**config.mk**
```make
export PLATFORM = sky130hd
export DESIGN_NAME = pipe_hazard_ctrl
export DESIGN_NICKNAME = d
export VERILOG_FILES = /design/src/rtl/pipe_hazard_ctrl.sv
export SDC_FILE = /design/constraint.sdc
export NUM_CORES = 1
export LEC_CHECK = 0
export BUFFER_PORTS_ARGS = -buffer_cell sky130_fd_sc_hd__buf_2
export CAP_MARGIN = 20
export CORE_UTILIZATION = 40
export CTS_BUF_LIST = sky130_fd_sc_hd__clkbuf_8
export CTS_CLUSTER_DIAMETER = 100
export DETAILED_ROUTE_END_ITERATION = 8
export GPL_ROUTABILITY_DRIVEN = 0
export PLACE_DENSITY = 0.6
export SYNTH_ARGS = -nofsm -noshare
export SYNTH_HDL_FRONTEND = slang
export SYNTH_SLANG_ARGS = --single-unit
export TNS_END_PERCENT = 5
```
**constraint.sdc**
```tcl
create_clock -name clk -period 2.5 [get_ports clk]
set_input_delay 0 -clock clk [delete_from_list [all_inputs] [get_ports clk]]
set_output_delay 0 -clock clk [all_outputs]
set_load 0.01 [all_outputs]
```
**src/rtl/pipe_hazard_ctrl.sv**
```systemverilog
// Hazard unit for a 5-stage in-order pipeline: load-use stall, branch flush,
// EX operand forwarding and saturating performance counters.
module pipe_hazard_ctrl #(
   parameter int ADDRESS_WIDTH = 5,
   parameter int CNT_WIDTH     = 32
) (
   input  logic                     clk,
   input  logic                     rst,
   input  logic                     id_valid,
   input  logic [ADDRESS_WIDTH-1:0] id_rs1,
   input  logic [ADDRESS_WIDTH-1:0] id_rs2,
   input  logic                     id_uses_rs1,
   input  logic                     id_uses_rs2,
   input  logic [ADDRESS_WIDTH-1:0] id_rd,
   input  logic                     id_regwrite,
   input  logic                     id_memread,
   input  logic                     ex_pcsrc,
   input  logic                     perf_clr,
   output logic                     stall_if,
   output logic                     stall_id,
   output logic                     flush_id,
   output logic                     flush_ex,
   output logic [1:0]               fwd_a,
   output logic [1:0]               fwd_b,
   output logic [CNT_WIDTH-1:0]     cycle_count,
   output logic [CNT_WIDTH-1:0]     retired_count,
   output logic [CNT_WIDTH-1:0]     stall_count,
   output logic [CNT_WIDTH-1:0]     flush_count
);

   typedef struct packed {
      logic                     valid;
      logic [ADDRESS_WIDTH-1:0] rd;
      logic                     regwrite;
      logic                     memread;
   } slot_t;

   slot_t                    ex_q, ex_d, mem_q, mem_d, wb_q, wb_d;
   logic [ADDRESS_WIDTH-1:0] ex_rs1_q, ex_rs1_d, ex_rs2_q, ex_rs2_d;
   logic                     ex_uses_rs1_q, ex_uses_rs1_d;
   logic                     ex_uses_rs2_q, ex_uses_rs2_d;
   logic [CNT_WIDTH-1:0]     cycle_q, cycle_d, retired_q, retired_d;
   logic [CNT_WIDTH-1:0]     stall_q, stall_d, flush_q, flush_d;
   logic                     hazard, branch;

   function automatic logic [1:0] fwd_sel(input logic [ADDRESS_WIDTH-1:0] rs,
                                          input logic uses,
                                          input slot_t mem, input slot_t wb);
      logic [1:0] sel;
      sel = 2'b00;
      if (uses && rs != '0) begin
         if (mem.valid && mem.regwrite && !mem.memread && mem.rd == rs)
            sel = 2'b10;
         else if (wb.valid && wb.regwrite && wb.rd == rs)
            sel = 2'b01;
      end
      return sel;
   endfunction

   function automatic logic [CNT_WIDTH-1:0] bump(input logic [CNT_WIDTH-1:0] cnt,
                                                 input logic inc);
      return (inc && cnt != '1) ? cnt + CNT_WIDTH'(1) : cnt;
   endfunction

   always_comb begin
      hazard = id_valid & ex_q.valid & ex_q.memread & (ex_q.rd != '0) &
               ((id_uses_rs1 & (id_rs1 == ex_q.rd)) |
                (id_uses_rs2 & (id_rs2 == ex_q.rd)));
      branch = ex_pcsrc & ex_q.valid;
   end

   // A taken branch wins over a load-use stall so the PC can take the target.
   assign stall_if = hazard & ~branch;
   assign stall_id = hazard & ~branch;
   assign flush_id = branch;
   assign flush_ex = branch;

   assign fwd_a = fwd_sel(ex_rs1_q, ex_uses_rs1_q, mem_q, wb_q);
   assign fwd_b = fwd_sel(ex_rs2_q, ex_uses_rs2_q, mem_q, wb_q);

   assign cycle_count   = cycle_q;
   assign retired_count = retired_q;
   assign stall_count   = stall_q;
   assign flush_count   = flush_q;

   always_comb begin
      mem_d          = ex_q;
      wb_d           = mem_q;
      ex_d.valid     = id_valid & ~hazard & ~branch;
      ex_d.rd        = id_rd;
      ex_d.regwrite  = id_regwrite;
      ex_d.memread   = id_memread;
      ex_rs1_d       = id_rs1;
      ex_rs2_d       = id_rs2;
      ex_uses_rs1_d  = id_uses_rs1;
      ex_uses_rs2_d  = id_uses_rs2;
      if (perf_clr) begin
         cycle_d   = '0;
         retired_d = '0;
         stall_d   = '0;
         flush_d   = '0;
      end else begin
         cycle_d   = bump(cycle_q, 1'b1);
         retired_d = bump(retired_q, wb_q.valid);
         stall_d   = bump(stall_q, stall_if);
         flush_d   = bump(flush_q, flush_ex);
      end
   end

   always_ff @(posedge clk) begin
      if (!rst) begin
         ex_q          <= '0;
         mem_q         <= '0;
         wb_q          <= '0;
         ex_rs1_q      <= '0;
         ex_rs2_q      <= '0;
         ex_uses_rs1_q <= 1'b0;
         ex_uses_rs2_q <= 1'b0;
         cycle_q       <= '0;
         retired_q     <= '0;
         stall_q       <= '0;
         flush_q       <= '0;
      end else begin
         ex_q          <= ex_d;
         mem_q         <= mem_d;
         wb_q          <= wb_d;
         ex_rs1_q      <= ex_rs1_d;
         ex_rs2_q      <= ex_rs2_d;
         ex_uses_rs1_q <= ex_uses_rs1_d;
         ex_uses_rs2_q <= ex_uses_rs2_d;
         cycle_q       <= cycle_d;
         retired_q     <= retired_d;
         stall_q       <= stall_d;
         flush_q       <= flush_d;
      end
   end

endmodule

```
==> impl_metrics.ini, run 1 <==
[outcome]
status = finished, final reports clean

[worst_setup_path]
critPathLaunchType = flip-flop
required_ns = 2.50
crit_type = flip-flop to output port
critPathMaxFanout = 7
reg2reg_depth = 6
cp-end-kind = output port
cp.arrival_ns = 2.30

[synth]
ys_types = 61
synthArstFlopShare = 0
synth_seq_area_share = 0.426
synth-main-ff-cell = dfxtp_1
synth.ff_latch_count = 163
synth_area_um2 = 7660
synth-edff-count = 0
syn_inst = 877
syn_avg_cell_area_um2 = 8.74
synth_nets = 905
synth_warnings = 0

[finish]
drive_above_1_share = 0.216
area_growth_pct = 22.1
finalInstanceArea_um2 = 9360
nFillCells = 1820
diodes = 0
finalNetCount = 1089
final_cell_mix = dfxtp_1, buf_2, nor2_1
final_common_cell = dfxtp_1

[clocking]
clk_path_buf_depth = 2
post_cts_buffers = 0
h-tree-depth = 4
clock_latency_ns = 0.45
clock_sinks = 163
cts_root_buf = clkbuf_8
cts_buffers = 17
cts_tree = yes
ctsResizeCount = 0
cts_hold_buf = 22
clk_pin_slew_ns = 0.08

[routing]
routedWlPerCell_um = 14.6
wl_um = 19100
drc = 0
vias_per_cell = 5.33
via_count = 6967
first_pass_iters = 4
drtAntennaViolNets = 0
drt_iter0_drc = 300

[floorplanning]
initial_utilization = 0.408
io_pins = 160
rows = 50
fp.dieW_um = 140
die_y_um = 140
core_area_um2 = 18800
die_area_um2 = 19700

[global_routing]
antenna_found_initial = 0
overflow = 0
grt_use_total = 0.197
grt_max_degree = 71
grt_pass1_vias = 6283
grt_pass1_wl_um = 31500

[power_and_ir_drop]
peakVddDrop_mv = 0.323
leakagePower_uw = 0.00352
pwr_density_cell_nw_per_um2 = 512

[place]
hpwl_um = 13500
post_dp_cell_area_um2 = 8730
io_buffers = 159

[sta]
slew_viol_final = 0
final-hold-violation-count = 0
setup_viol = 0
fmax_mhz = 435
tns_ns = 0
period_share = 0.920
fin_crit_ns = 2.30
rsz0062_at_grt = no
relSlewSlack = 0.591
clock-skew-final_ns = 0.0170
max_slew.worst_pin.slew_ns = 0.609

[worst_hold_path]
hold_depth = 4
hp-class = input pin to flip-flop

[flow_run]
drv_cap = 0
==> per-layer routing <==
layer	routed length [um]	share of wire	up-vias	global-route usage
met5	0	0	-	0
met3	932	0.049	21	0.0496
met4	267	0.014	0	0.0584
met1	9210	0.48	3277	0.258
met2	8660	0.45	139	0.319
li1	-	-	3530	-
==> sequential cells by signal (all words and copies together), names as in the netlist <==
signal and flops:
cycle_count 32, ex_q 8, ex_rs1_q 5, ex_rs2_q 5, ex_uses_rs1_q 1, ex_uses_rs2_q 1, flush_count 32, mem_q 8
retired_count 32, stall_count 32, wb_q 7
==> final cells by class <==
class | instances | area, um^2 | area share
multi-input cells | 672 | 4210 | 0.449
inverters | 12 | 45.0 | 0.00481
clock inverters | 12 | 130 | 0.0139
well taps | 234 | 293 | 0.0313
flip-flops and latches | 163 | 3260 | 0.349
repair buffers | 195 | 1150 | 0.122
clock buffers | 20 | 275 | 0.0294
==> cells in the mapped netlist, types with 3 or more instances <==
master / number / share of area
a21oi_1: 48 / 0.031
a31oi_1: 8 / 0.0065
and2_1: 41 / 0.033
and3_1: 15 / 0.012
and3_2: 3 / 0.0029
and4_1: 13 / 0.015
buf_2: 4 / 0.0026
buf_4: 6 / 0.0059
clkbuf_1: 18 / 0.0088
dfxtp_1: 163 / 0.43
ha_1: 4 / 0.0065
inv_1: 12 / 0.0059
mux2i_1: 6 / 0.0078
nand2_1: 62 / 0.030
nand2b_1: 7 / 0.0057
nand3_1: 50 / 0.033
nand4_1: 44 / 0.036
nor2_1: 88 / 0.043
nor3_1: 16 / 0.010
nor3b_1: 5 / 0.0049
nor4_1: 13 / 0.011
o21ai_0: 50 / 0.033
o31ai_1: 5 / 0.0049
or3_1: 46 / 0.038
or4_1: 10 / 0.0098
or4_4: 3 / 0.0044
xnor2_1: 49 / 0.056
xor2_1: 46 / 0.053
==> power breakdown <==
part | leakage, uW | internal [uW] | switching [uW]
logic | 0.00200 | 93.0 | 97.5
clock network | 0.000199 | 967 | 984
registers | 0.00132 | 2620 | 28.6
==> worst paths after layout <==
check / startpoint / endpoint / slack (ns)
max reg2reg: stall_count[15] / stall_count[27] / 0.30
max: ex_q[2] / stall_if / 0.20
min reg2reg: ex_q[1] / mem_q[1] / 0.45
min: rst / cycle_count[8] / 0.04
==> cells by family after synthesis <==
group                      share of synthesized area
buffers and inverters                         0.0261
adders and majority gates                    0.00653
xor gates and xnor gates                       0.109
and+or+nand+nor                                0.320
DFF                                            0.426
AOI/OAI and AO/OA                              0.105
muxes                                        0.00784
==> stage by stage <==
step,hold slack (ns),instances,util,worst slack [ns],power (uW)
floorplan,0.122,877,-,0.420,2810
finish,0.0361,1308,0.499,0.200,4790
global route,0.0369,1308,0.499,0.0146,4970
global placement,0.208,1254,0.465,0.296,2870
detailed placement,0.213,1254,0.465,0.287,2870
CTS,0.0102,1308,0.499,0.144,4850
==> critical path, cell delays in order (launching register included) <==
cell and delay [ns]:
dfxtp_1 0.35, or3_1 0.41, o311a_1 0.34, and3b_1 0.27, nand2_1 0.22, inv_1 0.12
buf_2 0.15
(Power assumes the default switching activity.)
==> run 2, diff against run 1 <==
--- a/config.mk
+++ b/config.mk
@@ -5,11 +5,13 @@
 export SDC_FILE = /design/constraint.sdc
 export NUM_CORES = 1
 export LEC_CHECK = 0
+export ABC_CLOCK_PERIOD_IN_PS = 2500
 export BUFFER_PORTS_ARGS = -buffer_cell sky130_fd_sc_hd__buf_2
 export CAP_MARGIN = 20
+export CORE_ASPECT_RATIO = 0.8
 export CORE_UTILIZATION = 40
 export CTS_BUF_LIST = sky130_fd_sc_hd__clkbuf_8
-export CTS_CLUSTER_DIAMETER = 100
+export CTS_CLUSTER_DIAMETER = 120
 export DETAILED_ROUTE_END_ITERATION = 8
 export GPL_ROUTABILITY_DRIVEN = 0
 export PLACE_DENSITY = 0.6
==> impl_metrics.ini, run 2 (same netlist as run 1, synthesis figures left out) <==
[sta]
fmax_mhz = 441
final-hold-violation-count = 0
fin_crit_ns = 2.27
slew_viol_final = 0
clock-skew-final_ns = 0.0133
whs_ns = 0.0511
rsz0062_at_grt = no
period_share = 0.907
setup_viol = 0
max_slew.worst_pin.slew_ns = 0.886
relSlewSlack = 0.406
tns_ns = 0

[worst_setup_path]
path_cells = or3_1 -> o311a_1 -> and3b_1 -> nand3_2 -> buf_4 -> or4_1 -> a21oi_1
cp.arrival_ns = 2.65
critPathMaxStageDelay_ns = 0.41
critPathMaxFanout = 19
path_delay_family = simple AND/OR/NAND/NOR gates
crit_buf_inv = 1
critPathSlowestCell = or4_1
cp-end-kind = flip-flop
required_ns = 2.88
crit_type = flip-flop to flip-flop
critPathLaunchType = flip-flop

[worst_hold_path]
hp-class = input pin to flip-flop

[global_routing]
grt_use_total = 0.200
antenna_found_initial = 1
overflow = 0
grt_max_degree = 53
grt_pass1_wl_um = 31700
grt_pass1_vias = 6122

[power_and_ir_drop]
power_uw = 4950
leakagePower_uw = 0.00355
pwr_density_cell_nw_per_um2 = 524
peakVddDrop_mv = 0.312

[routing]
routedWlPerCell_um = 14.4
drt_iter0_drc = 335
drc = 0
first_pass_iters = 5
drtAntennaViolNets = 0
via_count = 6843
vias_per_cell = 5.14
wl_um = 19200

[clocking]
cts_root_buf = clkbuf_8
post_cts_buffers = 0
clock_sinks = 163
clk_path_buf_depth = 2
h-tree-depth = 4
cts_buffers = 17
clock_latency_ns = 0.45
cts_tree = yes
clk_pin_slew_ns = 0.09

[finish]
finalNetCount = 1093
fin_cells = 1332
final_cell_mix = dfxtp_1, buf_2, nor2_1
finalInstanceArea_um2 = 9440
area_growth_pct = 23.2
nFillCells = 1775
final_common_cell = dfxtp_1
drive_above_1_share = 0.223

[floorplanning]
rows = 44
fp.dieW_um = 157
io_pins = 160
initial_utilization = 0.415
core_area_um2 = 18400
die_area_um2 = 19700
die_y_um = 126

[place]
io_buffers = 159
post_dp_cell_area_um2 = 8780
dp_cells = 1278
hpwl_um = 13800

[flow_run]
drv_cap = 0

[outcome]
status = finished, final reports clean
-- run 2: worst paths after layout --
path | start | endpoint | slack [ns] | cells past startpoint
max | ex_q[4] | stall_count[14] | 0.23 | 7
min | perf_clr | stall_count[26] | 0.05 | 4
max reg2reg | ex_q[4] | stall_count[14] | 0.23 | 7
min reg2reg | ex_q[1] | mem_q[1] | 0.44 | 1
-- run 2: where the power goes --
group	internal, uW	total [uW]	switching [uW]
clock	1100	2110	1010
combinational	93.1	190	97.4
sequential	2620	2650	26.9
-- run 2: repair_timing --
| action | CTS | global route |
|---|---|---|
| endpoints found under the setup margin | 0 | 1 |
| gates resized for setup | 0 | 1 |
| hold endpoints to repair | 20 | 0 |
| hold buffers | 21 | 0 |
-- run 2: final cells by class --
type                       instances  area, um^2  share of cell area
timing repair buffer             199        1160               0.123
antenna                            1        2.50            0.000265
sequential                       163        3260               0.346
multi-input combinational        672        4210               0.446
clock buffer                      21         289              0.0306
tap                              253         317              0.0335
clock inverter                    11         150              0.0159
inverter                          12        45.0             0.00477
-- run 2: through the flow --
| stage | utilization | setup slack, ns |
|---|---|---|
| finish | 0.512 | 0.232 |
| floorplan | - | 0.420 |
| detailed placement | 0.476 | 0.248 |
| global placement | 0.476 | 0.266 |
| CTS | 0.511 | 0.216 |
| global route | 0.512 | 0.0106 |
-- run 2: tightest hold or removal path, delay by kind of cell --
| kind | cells | cell delay (ns) |
|---|---|---|
| multiplexers | 1 | 0.05 |
| AND/OR/NAND/NOR | 2 | 0.28 |
| buffers and inverters | 1 | 0.12 |
-- run 2: per-layer routing --
layer,share of wire,up-vias,track usage,wire [um]
met3,0.057,15,0.0544,1100
met5,0,-,0,0
li1,-,3527,-,-
met2,0.42,166,0.290,8170
met4,0.012,0,0.0582,230
met1,0.51,3135,0.289,9720
==> run 3, diff against run 2 <==
--- a/config.mk
+++ b/config.mk
@@ -9,12 +9,13 @@
 export BUFFER_PORTS_ARGS = -buffer_cell sky130_fd_sc_hd__buf_2
 export CAP_MARGIN = 20
 export CORE_ASPECT_RATIO = 0.8
-export CORE_UTILIZATION = 40
+export CORE_UTILIZATION = 45
 export CTS_BUF_LIST = sky130_fd_sc_hd__clkbuf_8
 export CTS_CLUSTER_DIAMETER = 120
 export DETAILED_ROUTE_END_ITERATION = 8
 export GPL_ROUTABILITY_DRIVEN = 0
-export PLACE_DENSITY = 0.6
+export HOLD_SLACK_MARGIN = 0.06
+export PLACE_DENSITY = 0.67
 export SYNTH_ARGS = -nofsm -noshare
 export SYNTH_HDL_FRONTEND = slang
 export SYNTH_SLANG_ARGS = --single-unit
==> impl_metrics.ini, run 3 (same netlist as run 1, synthesis figures left out) <==
[place]
hpwl_um = 13600
io_buffers = 159
post_dp_cell_area_um2 = 8730
place_ws_ns = 0.277
dp_cells = 1243

[power_and_ir_drop]
pwr_density_cell_nw_per_um2 = 512
swShare = 0.226
pwr-share-comb = 0.040
power.switching_uw = 1080
intPower_uw = 3710
p_clk_frac = 0.407
seqPwrFrac = 0.553
peakVddDrop_mv = 0.264
leakagePower_uw = 0.00356
power_uw = 4790

[worst_setup_path]
crit_type = flip-flop to output port
critPathMaxStageDelay_ns = 0.39
required_ns = 2.50
critPathLaunchType = flip-flop
critPathMaxFanout = 7
path_cells = or3_1 -> o311a_1 -> and3b_1 -> nand2_1 -> inv_1 -> buf_2
crit_buf_inv = 2
cp-end-kind = output port
path_delay_family = simple AND/OR/NAND/NOR gates
cp.arrival_ns = 2.27
critPathSlowestCell = or3_1

[clocking]
cts_tree = yes
cts_buffers = 17
cts_root_buf = clkbuf_8
clk_path_buf_depth = 2
clk_pin_slew_ns = 0.08
ctsResizeCount = 0
clock_sinks = 163
clock_latency_ns = 0.45
h-tree-depth = 4

[global_routing]
grt_pass1_wl_um = 30700
grt_max_degree = 77
grt_pass1_vias = 6211
overflow = 0
grt_use_total = 0.217
antenna_found_initial = 0

[floorplanning]
initial_utilization = 0.461
die_area_um2 = 17600
rows = 42
fp.dieW_um = 148
die_y_um = 119
core_area_um2 = 16600
io_pins = 160

[flow_run]
drv_cap = 0

[routing]
vias_per_cell = 5.32
via_count = 6913
first_pass_iters = 5
drc = 0
drtAntennaViolNets = 0
drt_iter0_drc = 314
wl_um = 19000
routedWlPerCell_um = 14.6

[sta]
final-hold-violation-count = 0
max_slew.worst_pin.slew_ns = 0.797
setup_ws_ns = 0.233
relSlewSlack = 0.469
tns_ns = 0
fin_crit_ns = 2.27
period_share = 0.907
slew_viol_final = 0
clock-skew-final_ns = 0.0119
setup_viol = 0
fmax_mhz = 441
rsz0062_at_grt = no

[outcome]
status = finished, final reports clean

[finish]
final_cell_mix = dfxtp_1, buf_2, nor2_1
finalNetCount = 1094
area_growth_pct = 22.2
finalInstanceArea_um2 = 9360
final_common_cell = dfxtp_1
diodes = 0
drive_above_1_share = 0.215
fin_cells = 1299

[worst_hold_path]
hp-class = input pin to flip-flop
==> run 3: metal layers <==
metal / part of all wire / vias to the layer above / global-route usage / routed length [um]
met2: 0.44 / 162 / 0.333 / 8460
met3: 0.053 / 22 / 0.0564 / 1010
met5: 0 / - / 0 / 0
met1: 0.49 / 3208 / 0.297 / 9260
li1: - / 3521 / - / -
met4: 0.015 / 0 / 0.0664 / 292
==> run 3: power groups by stage <==
stage / registers (uW) / clock network, uW / logic (uW)
final: 2650 / 1950 / 191
after global placement: 2710 / 0 / 161
after floorplan: 2700 / 0 / 109
after global routing: 2650 / 2110 / 211
after CTS: 2650 / 2000 / 192
after detailed placement: 2710 / 0 / 163
==> run 3: worst paths after layout <==
| kind | start | endpoint | slack, ns | cells after the start |
|---|---|---|---|---|
| worst max-delay path | ex_q[2] | stall_id | 0.23 | 6 |
| worst min-delay path | rst | ex_q[3] | 0.11 | 2 |
| worst max register to register | flush_count[0] | flush_count[28] | 0.27 | 7 |
| worst min register to register | ex_q[1] | mem_q[1] | 0.46 | 1 |
==> run 3: cell type report <==
class                      count  area (um^2)
clock buffer                  18          248
clock inverter                14          149
fill                        1615         7240
inverter                      12         45.0
multi-input combinational    672         4210
sequential                   163         3260
tap                          220          275
timing repair buffer         200         1180
==> run 3: stage by stage <==
stage / utilization / hold WS (ns)
floorplan: - / 0.122
global placement: 0.526 / 0.211
detailed placement: 0.526 / 0.209
CTS: 0.564 / 0.0688
global route: 0.564 / 0.109
finish: 0.564 / 0.108
==> run 3: repair_timing <==
action | CTS | global route
setup buffers | 0 | 0
hold buffers | 24 | 0
endpoints found under the hold margin | 26 | 0
